[src/rtl/mult_div_unit.sv]
// Multi-cycle HI/LO unit: iterative shift-add multiply, restoring divide, mthi/mtlo.
// One operand bit per cycle; results land in HI/LO on a single done edge.
module mult_div_unit #(
  parameter int unsigned WIDTH = 32,
  parameter int unsigned CNT_W = 6
) (
  input  logic             clk,
  input  logic             rst,
  input  logic             MDStart,
  input  logic [2:0]       MDOp,
  input  logic [WIDTH-1:0] MDOpX,
  input  logic [WIDTH-1:0] MDOpY,
  output logic             MDBusy,
  output logic             MDDone,
  output logic [WIDTH-1:0] HI,
  output logic [WIDTH-1:0] LO
);

  localparam logic [2:0] OpNone = 3'd0;
  localparam logic [2:0] OpMult = 3'd1;
  localparam logic [2:0] OpDiv  = 3'd3;
  localparam logic [2:0] OpDivu = 3'd4;
  localparam logic [2:0] OpMthi = 3'd5;
  localparam logic [2:0] OpMtlo = 3'd6;
  localparam logic [2:0] OpRsvd = 3'd7;

  localparam logic [CNT_W-1:0] LastIter = CNT_W'(WIDTH - 1);

  typedef enum logic [1:0] {StIdle, StRun, StFix} state_e;

  state_e           state_q, state_d;
  logic [CNT_W-1:0] cnt_q, cnt_d;
  // mcand: multiplicand or divisor magnitude.
  // acc:   upper product half or partial remainder.
  // shreg: multiplier shifting out / quotient shifting in (lower product half).
  logic [WIDTH-1:0] mcand_q, mcand_d;
  logic [WIDTH-1:0] acc_q, acc_d;
  logic [WIDTH-1:0] shreg_q, shreg_d;
  logic [WIDTH-1:0] hi_q, hi_d;
  logic [WIDTH-1:0] lo_q, lo_d;
  logic             is_div_q, is_div_d;
  logic             qneg_q, qneg_d;
  logic             rneg_q, rneg_d;
  logic             dz_q, dz_d;
  logic             done_q, done_d;

  logic               start_ok;
  logic               is_signed_op, is_div_op;
  logic               x_neg, y_neg;
  logic [WIDTH-1:0]   x_mag, y_mag;
  logic [WIDTH:0]     mul_sum;
  logic [WIDTH:0]     div_shift, div_diff;
  logic [2*WIDTH-1:0] prod_mag, prod_res;

  always_comb begin
    start_ok     = (state_q == StIdle) && MDStart && (MDOp != OpNone) && (MDOp != OpRsvd);
    is_signed_op = (MDOp == OpMult) || (MDOp == OpDiv);
    is_div_op    = (MDOp == OpDiv) || (MDOp == OpDivu);
    x_neg        = is_signed_op & MDOpX[WIDTH-1];
    y_neg        = is_signed_op & MDOpY[WIDTH-1];
    x_mag        = x_neg ? -MDOpX : MDOpX;
    y_mag        = y_neg ? -MDOpY : MDOpY;

    mul_sum   = {1'b0, acc_q} + (shreg_q[0] ? {1'b0, mcand_q} : '0);
    // Remainder stays below the divisor, so the shifted value fits in WIDTH+1 bits.
    div_shift = {acc_q, shreg_q[WIDTH-1]};
    div_diff  = div_shift - {1'b0, mcand_q};

    prod_mag  = {acc_q, shreg_q};
    prod_res  = qneg_q ? -prod_mag : prod_mag;
  end

  always_comb begin
    state_d  = state_q;
    cnt_d    = cnt_q;
    mcand_d  = mcand_q;
    acc_d    = acc_q;
    shreg_d  = shreg_q;
    hi_d     = hi_q;
    lo_d     = lo_q;
    is_div_d = is_div_q;
    qneg_d   = qneg_q;
    rneg_d   = rneg_q;
    dz_d     = dz_q;
    done_d   = 1'b0;

    unique case (state_q)
      StIdle: begin
        if (start_ok) begin
          if (MDOp == OpMthi) begin
            hi_d   = MDOpX;
            done_d = 1'b1;
          end else if (MDOp == OpMtlo) begin
            lo_d   = MDOpX;
            done_d = 1'b1;
          end else begin
            state_d  = StRun;
            cnt_d    = '0;
            acc_d    = '0;
            is_div_d = is_div_op;
            qneg_d   = x_neg ^ y_neg;
            rneg_d   = is_div_op & x_neg;
            dz_d     = is_div_op && (MDOpY == '0);
            mcand_d  = is_div_op ? y_mag : x_mag;
            shreg_d  = is_div_op ? x_mag : y_mag;
          end
        end
      end

      StRun: begin
        cnt_d = cnt_q + 1'b1;
        if (is_div_q) begin
          if (!div_diff[WIDTH]) begin
            acc_d   = div_diff[WIDTH-1:0];
            shreg_d = {shreg_q[WIDTH-2:0], 1'b1};
          end else begin
            acc_d   = div_shift[WIDTH-1:0];
            shreg_d = {shreg_q[WIDTH-2:0], 1'b0};
          end
        end else begin
          acc_d   = mul_sum[WIDTH:1];
          shreg_d = {mul_sum[0], shreg_q[WIDTH-1:1]};
        end
        if (cnt_q == LastIter) begin
          state_d = StFix;
        end
      end

      StFix: begin
        state_d = StIdle;
        done_d  = 1'b1;
        if (is_div_q) begin
          // Zero divisor leaves the dividend magnitude in acc; restoring its sign yields MDOpX.
          lo_d = dz_q ? '1 : (qneg_q ? -shreg_q : shreg_q);
          hi_d = rneg_q ? -acc_q : acc_q;
        end else begin
          {hi_d, lo_d} = prod_res;
        end
      end

      default: state_d = StIdle;
    endcase
  end

  always_ff @(posedge clk or posedge rst) begin
    if (rst) begin
      state_q  <= StIdle;
      cnt_q    <= '0;
      mcand_q  <= '0;
      acc_q    <= '0;
      shreg_q  <= '0;
      hi_q     <= '0;
      lo_q     <= '0;
      is_div_q <= 1'b0;
      qneg_q   <= 1'b0;
      rneg_q   <= 1'b0;
      dz_q     <= 1'b0;
      done_q   <= 1'b0;
    end else begin
      state_q  <= state_d;
      cnt_q    <= cnt_d;
      mcand_q  <= mcand_d;
      acc_q    <= acc_d;
      shreg_q  <= shreg_d;
      hi_q     <= hi_d;
      lo_q     <= lo_d;
      is_div_q <= is_div_d;
      qneg_q   <= qneg_d;
      rneg_q   <= rneg_d;
      dz_q     <= dz_d;
      done_q   <= done_d;
    end
  end

  assign MDBusy = (state_q != StIdle);
  assign MDDone = done_q;
  assign HI     = hi_q;
  assign LO     = lo_q;

endmodule

[config.mk]
export PLATFORM = sky130hd
export DESIGN_NAME = mult_div_unit
export DESIGN_NICKNAME = d
export VERILOG_FILES = /design/src/rtl/mult_div_unit.sv
export SDC_FILE = /design/constraint.sdc
export NUM_CORES = 1
export LEC_CHECK = 0
export BUFFER_PORTS_ARGS = -buffer_cell sky130_fd_sc_hd__buf_2
export CAP_MARGIN = 20
export CORE_MARGIN = 2
export CORE_UTILIZATION = 45
export CTS_BUF_LIST = sky130_fd_sc_hd__clkbuf_16
export DETAILED_ROUTE_END_ITERATION = 7
export GPL_TIMING_DRIVEN = 0
export HOLD_SLACK_MARGIN = 0.12
export PLACE_DENSITY_LB_ADDON = 0.12
export SLEW_MARGIN = 10
export SYNTH_ARGS = -nofsm -noshare
export SYNTH_HDL_FRONTEND = slang
export SYNTH_SLANG_ARGS = --single-unit
[constraint.sdc]
create_clock -name clk -period 9.5 [get_ports clk]
set_clock_uncertainty 0.2 [all_clocks]
set_input_delay 2.85 -clock clk [delete_from_list [all_inputs] [get_ports clk]]
set_output_delay 2.85 -clock clk [all_outputs]
set_load 0.03 [all_outputs]
==> metrics.yaml, run 1 <==
drtIter0Drc: 1316
hold_viol: 0
grtUsageTotal: 0.3362
vias: 15275
gp_congestion: 0.9797
power.density_nw_per_um2: 392.0
areaGrowthSynthToFinish_pct: 12.18
drt_wl_total_um: 57930
worst_setup_path_start_kind: "input pin"
grt_pass1_vias: 14527
timing.fmax_mhz: 167.0
synth-edff-count: 0
fin_cells: 2521
relSlewSlack: 0.2175
yosys.area.top_type_share: 0.2910
drv_slew: 0
cts_resized: 0
ant_nets: 0
ys_seq_area_frac: 0.2910
synth_warnings: 0
syn_inst: 1914
whs_ns: 0.2890
synth_cell_types: 70
synthArstFlopShare: 1.000
slowest_stage: "nor4_1"
numCtsBuffers: 17
p_comb_frac: 0.660
fin_crit_ns: 5.990
synth_area_leader_cell: "dfrtp_1"
num_antenna_cells: 0
p_sw_w: 0.003480
grt_max_degree: 105
drv_cap: 0
clkSinkCount: 173
path_clk_slew_ns: 0.08
crit_path_max_incr_delay_ns: 0.88
endpoint_kind: "flop"
drc_errors: 0
syn_area_um2: 14880
clk_path_buf_depth: 2
die_y_um: 185.8
io_buffers: 132
antenna_found_initial: 1
io_pins: 136
rsz0062_at_grt: "false"
place_area_um2: 16130
post_cts_buffers: 0
die_width_um: 185.8
setup_violations: 0
die_area_um2: 34530
fillers: 3274
placed_cells: 2489
avgSynthCellArea_um2: 7.773
cts.htree.levels: 4
dr.pass1.iters: 8
hpwl_um: 46040
grt.overflow.total: 0
holdPathStages: 1
crit_chain: "buf_2 -> or4_1 -> or4_1 -> nor4_1 -> nand2_1 -> o41ai_1 -> xor2_1 -> nand2_1 -> a21oi_1 -> o21ai_0"
synth_seq_cells: 173
yosys_most_used_dff: "dfrtp_1"
arrival_ns: 6.09
fin_crit_sh: 0.6305
intPower_w: 0.003062
hold_buffers: 0
wl_per_cell_um: 22.98
cts-root-buf: "clkbuf_16"
clockPowerShare: 0.109
crit_required_ns: 9.60
crit_type: "input pin to flop"
regToRegStartpoint: "shreg_q[31]"
status: "complete, no violations"
tightest_slew_ns: 1.169
core-area_um2: 32540
nNetsFinal: 2207
clk_latency_ns: 0.45
drive_gt1_frac: 0.09764
reg2regPathDepth: 13
timing.final.ws_setup_ns: 3.510
post-route-util: 0.5130
switching_share: 0.5319
p_leak_nw: 7.400
place_ws_ns: 3.036
seqPwrFrac: 0.232
grt_pass1_wl_um: 86880
hold_class: "flop to flop"
std_cell_rows: 66
start_util: 0.4573
startpoint: "MDOpY[10]"
critical_path.max_fanout: 5
cts_tree: "built"
design_area_um2: 16690
vias_per_cell: 6.059
irDropWorstVdd_v: 0.0002731
syn_nets: 2055
min_from: "cnt_q[5]"
synth_top_cells_by_area: "dfrtp_1, a21oi_1, nand2_1, xor2_1, ha_1"
## cell families after synthesis
| kind of cell | share of synthesized area |
|---|---|
| flip-flops | 0.2910 |
| XOR/XNOR | 0.1030 |
| buffers and inverters | 0.04718 |
| adder cells (fa/ha/maj) | 0.06072 |
| AO/OA/AOI/OAI | 0.2567 |
| AND/OR/NAND/NOR | 0.1923 |
| multiplexers | 0.04911 |
## layer usage
layer	vias up	share of wire	track usage
met4	0	0.032	0.1294
met1	7365	0.43	0.4415
met3	102	0.063	0.03287
met2	642	0.48	0.5706
met5	-	0	0
li1	7166	-	-
## path summary, 6_finish.rpt
check	slack, ns	endpoint
hold / removal	0.29	state_q[1]
min in group asynchronous	2.24	mcand_q[2]
setup / recovery	3.51	shreg_q[25]
max in group asynchronous	5.95	HI[22]
setup reg to reg	4.09	acc_q[20]
hold reg to reg	0.29	state_q[1]
## cell usage after synthesis (5+ instances only)
library cell and instances:
nor4_1 15, buf_1 7, nand4_1 12, a21o_1 38
or4_1 11, inv_1 62, a31oi_1 30, xor2_1 103
a21oi_1 191, o21a_1 7, dfrtp_1 173, nand2_1 242
o31a_1 6, clkbuf_1 112, o21ai_0 167, nand3_1 22
o41ai_1 10, xnor2_1 72, o221ai_1 9, nand2b_1 15
o211ai_1 20, nor2_1 196, o31ai_1 23, and3_1 5
mux2i_1 55, nor2b_1 13, o21bai_1 8, o22a_1 6
and2_1 10, a22oi_1 19, a211oi_1 15, a32oi_1 33
or3_1 16, ha_1 69, or2_2 7, mux2_2 16
nor3_1 33
## metrics by stage
stage | total power, W | TNS (ns)
final | 0.006542 | 0
after global routing | 0.007053 | 0
after CTS | 0.006475 | 0
after detailed placement | 0.005752 | 0
after global placement | 0.005710 | -76.89
after floorplan | 0.004516 | 0
## layout by cell type (no fill, tap or decap), types with 17 or more instances in the layout
cell type / Yosys / final
ha_1: 69 / 69
nor3_1: 33 / 33
nand3_1: 22 / 22
o21ai_0: 167 / 167
a32oi_1: 33 / 33
buf_2: 3 / 135
a21oi_1: 191 / 191
o31ai_1: 23 / 23
a31oi_1: 30 / 30
nand2_1: 242 / 242
inv_1: 62 / 62
o211ai_1: 20 / 20
nor2_1: 196 / 196
xor2_1: 103 / 103
a21o_1: 38 / 38
clkbuf_1: 112 / 112
mux2i_1: 55 / 55
dfrtp_1: 173 / 173
xnor2_1: 72 / 72
clkbuf_16: 0 / 17
a22oi_1: 19 / 19
## registers in the layout (all words and copies together), names as in the netlist, 2 cells and up
register,flops
HI,32
acc_q,32
shreg_q,32
mcand_q,32
LO,32
state_q,2
cnt_q,6
## area by class of cell
| type | instances | area, um^2 | area share |
|---|---|---|---|
| Buffer | 123 | 469.2 | 0.02811 |
| Clock buffer | 17 | 425.4 | 0.02549 |
| Clock inverter | 15 | 137.6 | 0.008246 |
| Inverter | 62 | 240.2 | 0.01439 |
| Multi-Input combinational cell | 1556 | 9847 | 0.5900 |
| Sequential cell | 173 | 4329 | 0.2594 |
| Tap cell | 442 | 553.0 | 0.03314 |
| Timing Repair Buffer | 133 | 688.2 | 0.04123 |
## critical path: cells and delay by family
kind	cells	cell delay [ns]
xor+xnor	1	0.26
compound gates	3	0.58
simple gates	5	2.27
buf+inv	1	0.13
## power groups by stage
stage	clock network [W]	registers [W]	logic [W]
2_1_floorplan	0	0.00162	0.00289
3_3_place_gp	0	0.00150	0.00421
3_5_place_dp	0	0.00151	0.00424
4_1_cts	0.000713	0.00150	0.00426
5_1_grt	0.000738	0.00155	0.00476
6_report	0.000710	0.00152	0.00432
(Power assumes the default switching activity.)
==> run 2, diff against run 1 <==
==> constraint.sdc (replaced) <==
create_clock -name clk -period 5.7 [get_ports clk]
set_clock_uncertainty 0.2 [all_clocks]
set_input_delay 1.71 -clock clk [delete_from_list [all_inputs] [get_ports clk]]
set_output_delay 1.71 -clock clk [all_outputs]
set_load 0.03 [all_outputs]
==> metrics.yaml, run 2 (synthesized netlist as in run 1, its figures left out) <==
status: "complete, no violations"
grt_pass1_vias: 14658
rsz0062_at_grt: "false"
layout_commonest_cell: "nand2_1"
hold_buffers: 0
areaGrowthSynthToFinish_pct: 12.65
wl_per_cell_um: 22.76
place_area_um2: 16220
core-area_um2: 32540
critPathBufInv: 3
gp_congestion: 0.9879
design_area_um2: 16760
cts.htree.levels: 4
drc_errors: 0
die_y_um: 185.8
holdPathStages: 1
grt_max_degree: 38
crit_type: "flop to flop"
tightest_slew_ns: 1.081
cts_tree: "built"
drtIter0Drc: 1360
numCtsBuffers: 17
crit_top_cell: "a21oi_1"
place_ws_ns: 0.5595
path_depth: 13
min_from: "cnt_q[5]"
path_clk_slew_ns: 0.07
drv_cap: 0
ant_nets: 0
fin_setup_tns_ns: 0
crit_required_ns: 5.87
clk_path_buf_depth: 2
power.density_nw_per_um2: 644.7
regToRegStartpoint: "shreg_q[31]"
crit_chain: "inv_1 -> ha_1 -> fa_1 -> nor2b_1 -> o211ai_1 -> a21oi_1 -> a21oi_1 -> o31a_1 -> o211ai_1 -> clkbuf_1 -> clkbuf_1 -> a21oi_1 -> o21ai_0"
drt_wl_total_um: 57470
fin_crit_ns: 5.202
cts_resized: 0
p_leak_nw: 7.410
drv_slew: 0
io_buffers: 132
num_antenna_cells: 0
timing.fmax_mhz: 192.2
timing.final.ws_setup_ns: 0.4978
crit_path_max_incr_delay_ns: 0.68
start_util: 0.4573
critical_path.max_fanout: 10
cts-root-buf: "clkbuf_16"
vias_per_cell: 6.010
path_delay_family: "compound AO/OA/AOI/OAI gates"
die_area_um2: 34530
vias: 15175
worst_setup_path_start_kind: "flop"
antenna_found_initial: 2
std_cell_rows: 66
endpoint_kind: "flop"
hold_class: "flop to flop"
arrival_ns: 5.37
post_cts_buffers: 0
dr.pass1.iters: 6
grt_pass1_wl_um: 87070
clkSinkCount: 173
slowest_stage: "o211ai_1"
hpwl_um: 46240
setup_violations: 0
fin_crit_sh: 0.9127
drive_gt1_frac: 0.09986
relSlewSlack: 0.2793
irDropWorstVdd_v: 0.0002950
hold_viol: 0
final_cell_mix: "nand2_1, nor2_1, a21oi_1"
clk_latency_ns: 0.45
grt.overflow.total: 0
reg2regPathDepth: 13
startpoint: "shreg_q[31]"
nNetsFinal: 2213
io_pins: 136
die_width_um: 185.8
grtUsageTotal: 0.3358
==> run 2: changes by cell type in the layout (fill, tap and decap cells not counted), sizes merged <==
cell and delta:
clkdlybuf4s18 +1, inv -3, buf +5, clkinv -5, clkinvlp +6
==> run 2: power by group <==
part	total (W)	internal (W)	switching, W
logic	0.00714	0.00268	0.00446
clock network	0.00115	0.000598	0.000550
registers	0.00252	0.00182	0.000696
==> run 2: cell type report <==
class | count | area, um^2
Clock buffer | 17 | 425.4
Inverter | 62 | 236.5
Buffer | 123 | 469.2
Fill cell | 3297 | 15780
Tap cell | 442 | 553.0
Multi-Input combinational cell | 1556 | 9847
Timing Repair Buffer | 139 | 782.0
Clock inverter | 13 | 117.6
Sequential cell | 173 | 4329
==> run 2: final timing paths <==
path,end,slack (ns)
max reg2reg,acc_q[4],0.50
min reg2reg,state_q[1],0.28
min,state_q[1],0.28
max,acc_q[4],0.50
max in group asynchronous,mcand_q[27],3.22
min in group asynchronous,LO[7],1.06
==> run 2: per-stage QoR <==
step | utilization | hold slack [ns] | cells | total power, W
after CTS | 0.5151 | 0.2808 | 2525 | 0.01068
after floorplan | - | 0.2424 | 1914 | 0.007527
after detailed placement | 0.4984 | 0.2716 | 2495 | 0.009509
after global routing | 0.5151 | 0.3076 | 2525 | 0.01167
after global placement | 0.4947 | 0.2662 | 2488 | 0.009416
final | 0.5151 | 0.2836 | 2525 | 0.01081
==> run 2: metal layers <==
metal / GRT usage / routed length [um] / vias to the layer above
met4: 0.1534 / 2545 / 2
met1: 0.4414 / 24840 / 7273
met2: 0.5551 / 26570 / 604
met5: 0 / 13 / -
li1: - / - / 7175
met3: 0.03659 / 3508 / 121
==> run 2: worst reg2reg max path, delay by kind of cell (launching register included) <==
| kind | cells | cell delay [ns] |
|---|---|---|
| adder cells (fa/ha/maj) | 2 | 0.69 |
| AND/OR/NAND/NOR | 1 | 0.20 |
| flip-flops | 1 | 0.54 |
| buffers and inverters | 3 | 1.36 |
| AO/OA/AOI/OAI | 7 | 2.15 |
==> run 3, diff against run 2 <==
--- a/config.mk
+++ b/config.mk
@@ -8,7 +8,7 @@
 export BUFFER_PORTS_ARGS = -buffer_cell sky130_fd_sc_hd__buf_2
 export CAP_MARGIN = 20
 export CORE_MARGIN = 2
-export CORE_UTILIZATION = 45
+export CORE_UTILIZATION = 62
 export CTS_BUF_LIST = sky130_fd_sc_hd__clkbuf_16
 export DETAILED_ROUTE_END_ITERATION = 7
 export GPL_TIMING_DRIVEN = 0
==> metrics.yaml, run 3 (synthesized netlist as in run 1, its figures left out) <==
status: "complete, no violations"
nNetsFinal: 2213
seqPwrFrac: 0.232
min_from: "mcand_q[18]"
start_util: 0.6320
die_area_um2: 25250
num_antenna_cells: 0
r2r_slack_ns: 0.29
antenna_found_initial: 0
p_leak_nw: 7.439
hold_buffers: 0
fin_crit_sh: 0.9499
design_area_um2: 16630
critical_path.max_fanout: 10
drc_errors: 0
grt.overflow.total: 0
drv_cap: 0
crit_type: "flop to flop"
wl_per_cell_um: 22.30
grt_max_degree: 38
p_sw_w: 0.005727
grtUsageTotal: 0.4138
clk_path_buf_depth: 2
layout_commonest_cell: "nand2_1"
vias_per_cell: 6.481
io_buffers: 132
intPower_w: 0.005087
cts_resized: 0
multi_input_area_um2: 9847
place_area_um2: 16050
worst_setup_path_start_kind: "flop"
grt_pass1_vias: 14669
crit_required_ns: 5.84
relSlewSlack: 0.2537
core-area_um2: 23540
place_ws_ns: 0.4176
clk_latency_ns: 0.45
cts_tree: "built"
drive_gt1_frac: 0.1012
clockPowerShare: 0.108
arrival_ns: 5.56
switching_share: 0.5296
fin_setup_tns_ns: 0
rsz0062_at_grt: "false"
power.density_nw_per_um2: 650.2
cts-root-buf: "clkbuf_16"
cts.htree.levels: 4
die_width_um: 158.9
hpwl_um: 42180
final_cell_mix: "nand2_1, nor2_1, a21oi_1"
regArea_um2: 4329
drv_slew: 0
fillers: 2048
path_clk_slew_ns: 0.08
startpoint: "shreg_q[31]"
ant_nets: 0
dr.pass1.iters: 7
timing.fmax_mhz: 184.7
tightest_slew_ns: 1.119
regToRegStartpoint: "shreg_q[31]"
drtIter0Drc: 1688
die_y_um: 158.9
clkSinkCount: 173
std_cell_rows: 56
areaGrowthSynthToFinish_pct: 11.78
hold_class: "flop to flop"
numCtsBuffers: 17
drt_wl_total_um: 53600
setup_violations: 0
io_pins: 136
hold_viol: 0
gp_congestion: 1.041
vias: 15580
endpoint_kind: "flop"
post_cts_buffers: 0
grt_pass1_wl_um: 81630
timing.final.ws_setup_ns: 0.2853
post-route-util: 0.7064
irDropWorstVdd_v: 0.0004811
p_comb_frac: 0.659
fin_crit_ns: 5.415
run 3: final timing paths:
| check | end | depth (start not counted) |
|---|---|---|
| max | acc_q[13] | 13 |
| min | mcand_q[18] | 2 |
| max reg2reg | acc_q[13] | 13 |
| min reg2reg | mcand_q[18] | 2 |
| max in group asynchronous | acc_q[26] | 4 |
| min in group asynchronous | LO[2] | 2 |
run 3: routing by layer:
metal / wire length [um] / up-vias / part of all wire / GRT usage
met1: 20440 / 7271 / 0.38 / 0.5182
met2: 24700 / 942 / 0.46 / 0.6812
met4: 2955 / 0 / 0.055 / 0.2248
li1: - / 7167 / - / -
met5: 0 / - / 0 / 0
met3: 5501 / 200 / 0.10 / 0.07576
run 3: critical path, cell delays in order, from the launching register on:
cell	delay (ns)
dfrtp_1	0.52
inv_1	0.28
ha_1	0.32
fa_1	0.39
nor2b_1	0.22
o211ai_1	0.18
a21oi_1	0.39
a21oi_1	0.25
o31a_1	0.33
o211ai_1	0.67
clkbuf_1	0.64
clkbuf_1	0.55
a21oi_1	0.14
o21ai_0	0.22
run 3: final cells by class:
| class | instances | area share |
|---|---|---|
| multi-input combinational | 1556 | 0.5921 |
| timing repair buffer | 139 | 0.04672 |
| clock inverter | 15 | 0.008878 |
| sequential | 173 | 0.2603 |
| clock buffer | 17 | 0.02558 |
| inverter | 62 | 0.01422 |
| tap | 319 | 0.02400 |
| buffer | 123 | 0.02821 |
run 3: power groups by stage:
| stage | Sequential [W] | Clock [W] | Combinational, W |
|---|---|---|---|
| after floorplan | 0.00271 | 0 | 0.00482 |
| after global placement | 0.00246 | 0 | 0.00679 |
| after detailed placement | 0.00249 | 0 | 0.00694 |
| after CTS | 0.00247 | 0.00116 | 0.00700 |
| after global routing | 0.00257 | 0.00121 | 0.00779 |
| final | 0.00251 | 0.00117 | 0.00713 |
run 3: through the flow:
step	instances	power [W]	hold slack (ns)
2_1_floorplan	1914	0.007527	0.2424
3_3_place_gp	2365	0.009258	0.2614
3_5_place_dp	2371	0.009429	0.2701
4_1_cts	2403	0.01063	0.2921
5_1_grt	2404	0.01157	0.3061
6_report	2404	0.01081	0.2923
